File: src/rtl/rpc2_ctrl_wdat_split.sv
// rpc2_ctrl_wdat_split: splits 32-bit write beats into 16-bit halfword pushes for the write-data FIFO
module rpc2_ctrl_wdat_split #(
  parameter int LEN_BITS = 9
) (
  input  logic                clk,
  input  logic                rst_n,
  input  logic                cmd_valid,
  output logic                cmd_ready,
  input  logic [LEN_BITS-1:0] cmd_len,
  input  logic                cmd_odd,
  input  logic                s_wvalid,
  output logic                s_wready,
  input  logic [31:0]         s_wdata,
  input  logic [3:0]          s_wstrb,
  input  logic                s_wlast,
  output logic                fifo_wr_en,
  output logic [18:0]         fifo_wr_data,
  input  logic                fifo_full,
  output logic                busy,
  output logic                len_err
);
  typedef enum logic {IDLE, XFER} state_t;
  state_t              state_q, state_d;
  logic [LEN_BITS-1:0] remain_q, remain_d;
  logic                half_q, half_d, len_err_q, len_err_d;
  logic                accept, emit, last, step;
  always_comb begin
    cmd_ready    = state_q == IDLE;
    busy         = state_q == XFER;
    accept       = cmd_ready & cmd_valid;
    emit         = busy & s_wvalid & ~fifo_full;
    last         = remain_q == '0;
    step         = emit & ~last;
    fifo_wr_en   = emit;
    s_wready     = emit & (half_q | last);
    fifo_wr_data = {last, half_q ? s_wstrb[3:2] : s_wstrb[1:0], half_q ? s_wdata[31:16] : s_wdata[15:0]};
    state_d      = accept ? XFER : (emit & last) ? IDLE : state_q;
    remain_d     = accept ? cmd_len : step ? remain_q - LEN_BITS'(1) : remain_q;
    half_d       = accept ? cmd_odd : step ? ~half_q : half_q;
    len_err_d    = s_wready & (s_wlast ^ last);
    len_err      = len_err_q;
  end
  always_ff @(posedge clk or negedge rst_n) begin
    if (!rst_n) begin
      state_q   <= IDLE;
      remain_q  <= '0;
      half_q    <= 1'b0;
      len_err_q <= 1'b0;
    end else begin
      state_q   <= state_d;
      remain_q  <= remain_d;
      half_q    <= half_d;
      len_err_q <= len_err_d;
    end
  end
endmodule

File: config.mk
export PLATFORM = sky130hd
export DESIGN_NAME = rpc2_ctrl_wdat_split
export DESIGN_NICKNAME = d
export VERILOG_FILES = /design/src/rtl/rpc2_ctrl_wdat_split.sv
export SDC_FILE = /design/constraint.sdc
export NUM_CORES = 1
export LEC_CHECK = 0
export BUFFER_PORTS_ARGS = -buffer_cell sky130_fd_sc_hd__buf_2
export CAP_MARGIN = 40
export CORE_UTILIZATION = 41
export DETAILED_ROUTE_END_ITERATION = 8
export PLACE_DENSITY = 0.95
export SLEW_MARGIN = 25
export SYNTH_ARGS = -nofsm -noshare
export SYNTH_HDL_FRONTEND = slang
export SYNTH_SLANG_ARGS = --single-unit
File: constraint.sdc
create_clock -name clk -period 4.3 [get_ports clk]
set_input_delay 0.43 -clock clk [delete_from_list [all_inputs] [get_ports clk]]
set_output_delay 0.43 -clock clk [all_outputs]
set_load 0.05 [all_outputs]
# --- Word-level counts from Yosys, hierarchy flattened ---
# Cells that the tools add are included.
# W data, S select, Z words.
word_totals:
  regBits: 12
  in_bits: 52
  out_inout_bits: 24
  wordCells: 29
classes:
  addsub: 1
  n_mux: 8
  n_bitwise: 13
  reduce_logical: 3
op_table:
  columns: ["operator", "n"]
  rows:
  - ["$mux W9", 2]
  - ["$mux W16", 1]
  - ["$logic_not A9 Y1", 1]
  - ["$sub A9 B1 Y9 const B", 1]
  - ["$and A1 B1 Y1", 7]
  - ["$mux W1", 4]
  - ["$not A1 Y1", 4]
  - ["$reduce_bool A2 Y1", 2]
  - ["$mux W2", 1]
  - ["$or A1 B1 Y1", 1]
  - ["$xor A1 B1 Y1", 1]

# --- Longest topological paths before layout ---
logic_depth:
  ltp_word: 5
  mapped_depth: 6
  depth_no_buf: 6

# --- Worst setup path after synthesis ---
# Ideal clock, no wire load.
synth_path:
  path_type: "flip-flop to output port"
  start: "register remain_q[0]"
  end: "output s_wready"
  t_arrival_ns: 2.021
  required_ns: 3.870
  slack_ns: 1.849
  path_stages_with_launch: 7
  n_path_buf: 0
  path_cell_list: "dfrtp_1 -> inv_1 -> ha_1 -> or4b_4 -> nor3_2 -> nor2_1 -> nor2_1"
synth_between:
  elab_chain_cells: 3
synth_rtl:
  columns: ["item", "line_no", "source"]
  rows:
  - ["start, declared", "24", "logic [LEN_BITS-1:0] remain_q, remain_d;"]
  - ["start signal, assigned", "51", "remain_q <= remain_d;"]
  - ["$logic_not A9 Y1", "32", "last = remain_q == '0;"]
  - ["net last", "26", "logic accept, emit, last, step;"]
  - ["$or A1 B1 Y1", "35", "s_wready = emit & (half_q | last);"]
  - ["$and A1 B1 Y1", "35", null]
  - ["end, declared", "12", "output logic s_wready,"]
# The timed path passes the listed nets, and every way through them passes these cells.

# --- Worst setup path in the final report ---
layout_path:
  start: "register remain_q[0]"
  end: "output s_wready"
layout_between:
  elab_chain_cells: 3
layout_rtl:
  columns: ["item", "line_no"]
  rows:
  - ["$logic_not A9 Y1", "32"]
  - ["$or A1 B1 Y1", "35"]
  - ["$and A1 B1 Y1", "35"]
# Every way passes these cells.

==> out/results.ini <==
[outcome]
status=finished, final reports clean

[critical_path]
startpoint_type=register
cpMostUsedCell=nor2_1
critPathBufInv=2
cp_cell_sequence=inv_1 > ha_1 > or4b_4 > nor3_2 > nor2_1 > nor2_1 > buf_2
crit_arrival_ns=2.18
slowest_delay_ns=0.51
required_ns=3.87
cp_top_family=simple AND/OR/NAND/NOR gates
crit_path_top_delay_cell=or4b_4
critical_path_class=reg -> out
cp-end-kind=primary output
path_max_fanout=4

[global_routing]
grt_pass1_wl_um=4520
grt_max_degree=22
grt_pass1_vias=1018
antenna_found_initial=0
gr-total-overflow=0
grt_usage_pct=24.9

[timing]
setup_viol=0
skew_ns=0.00138
rsz0062_at_grt=no
max_freq_mhz=382
whs_ns=0.0252
fin_crit_sh_pct=60.8
finalSetupTns_ns=0
period_needed_ns=2.61
report.final.slew_viol_count=0
tightestPinTransition_ns=0.776
hold_viol=0
worst_slack_ns=1.69
relSlewSlack_pct=48.3

[final_layout]
layout_common_cells=buf_2 (75), mux2_2 (18), nor2_1 (15)
seq_area_um2=300
final_common_cell=buf_2
antenna_cells=0
multiInputGateArea_um2=577
fin_area_um2=1330
area_delta_synth_final_pct=41.9
drive_above_1_share_pct=58.4
nNetsFinal=228
final.fill_count=172

[logic_synthesis]
synthCells=102
yosysSeqAreaShare_pct=32.0
netlist_area_um2=938
synth-edff-count=0
syn-num-nets=155
post_synth_num_cell_types=35
ys_warn_count=0
synth_area_per_cell_um2=9.20
synthFlopType=dfrtp_1
async_reset_ff_share_pct=100
ys_ff_latch=12

[route]
ant_nets=0
routed-via-count=1059
drc=0
avgViaCountPerCell=5.30
dr.pass1.iters=4
drt_iter0_markers=29
wl_per_cell_um=14.7
drt-total-wl_um=2940

[floorplan]
fp.dieH_um=49.8
rows=16
fp.dieW_um=49.8
die_area_um2=2480
start_util_pct=45.5
core_area_um2=2060
io_pins=76

[cts]
tritoncts=built
cts_resized=0
postCtsSetupBuffers=0
clock_latency_ns=0.27
cts_made_buffers=3
holdBufCountCts=0
clk_pin_slew_ns=0.07
h-tree-depth=1
cts.sinks=12
clockBufferDepth=2
root_buffer=clkbuf_4

[placement]
dp_slack_ns=1.97
dp_hpwl_um=2430
numPortBuffers=75
place_congestion=0.808
place_area_um2=1310

[power]
irDropWorstVdd_mv=0.464
power_density_nw_per_um2=642
leakagePower_uw=0.000682
p_total_uw=854

[run]
max-cap-violations=0

[min_path]
min_path_type=in -> async

## final cells by class
type                       instances  share of cell area (%)
clock buffer                       3                    1.69
inverter                           6                    1.69
multi-input combinational         77                    43.3
sequential                        12                    22.6
tap                               27                    2.54
timing repair buffer              75                    28.2
## sequential cells by signal, summed over array words and instances (netlist names)
| signal | count |
|---|---|
| busy | 1 |
| remain_q | 9 |
| len_err | 1 |
| half_q | 1 |
## worst paths after layout
check                           cells past startpoint   startpoint     endpoint  slack [ns]
max in group asynchronous                           1        rst_n  remain_q[2]        4.06
min in group clk                                    3   cmd_len[6]  remain_q[6]        0.41
worst min-delay path                                1        rst_n  remain_q[7]        0.03
worst min register to register                      2  remain_q[1]  remain_q[1]        0.56
worst max register to register                      6  remain_q[0]      len_err        2.31
worst max-delay path                                7  remain_q[0]     s_wready        1.69
## through the flow
stage | util, % | instances
5_1_grt | 64.6 | 200
6_report | 64.6 | 200
2_1_floorplan | - | 102
4_1_cts | 64.6 | 200
3_3_place_gp | 63.5 | 197
3_5_place_dp | 63.5 | 197
## Yosys cell counts (2+ instances only)
master | number | area (um^2)
a21oi_1 | 6 | 30.0
clkbuf_1 | 4 | 15.0
mux2_2 | 18 | 203
or3_1 | 3 | 18.8
inv_1 | 6 | 22.5
o31ai_1 | 2 | 15.0
dfrtp_1 | 12 | 300
nor3_1 | 3 | 15.0
nor2_1 | 15 | 56.3
nand2_1 | 5 | 18.8
a31oi_1 | 4 | 25.0
## routing by layer
layer  track usage (%)  part of all wire (%)  vias up
li1                  -                     -      512
met1              27.6                    39      500
met2              43.2                    54       37
met3              4.32                   3.9       10
met4              16.2                   3.3        0
met5                 0                     0        -
## worst reg2reg max path, cell delays in order (launching register included)
cell and delay, ns:
dfrtp_1 0.38, inv_1 0.10, ha_1 0.19, or4b_4 0.51
nor3_2 0.29, mux2_1 0.37, nor2_1 0.09
## cells by family after synthesis
group	share of synthesized area [%]
AND/OR/NAND/NOR	21.3
multiplexers	23.9
AO/OA/AOI/OAI	13.1
buffers and inverters	6.53
flip-flops	32.0
XOR/XNOR	1.87
adder cells (fa/ha/maj)	1.33
## report_power, final
part           internal, uW  switching (uW)
combinational           195             345
sequential              159            86.3
clock                  32.4            36.0
Power figures use the tool's default switching activity.
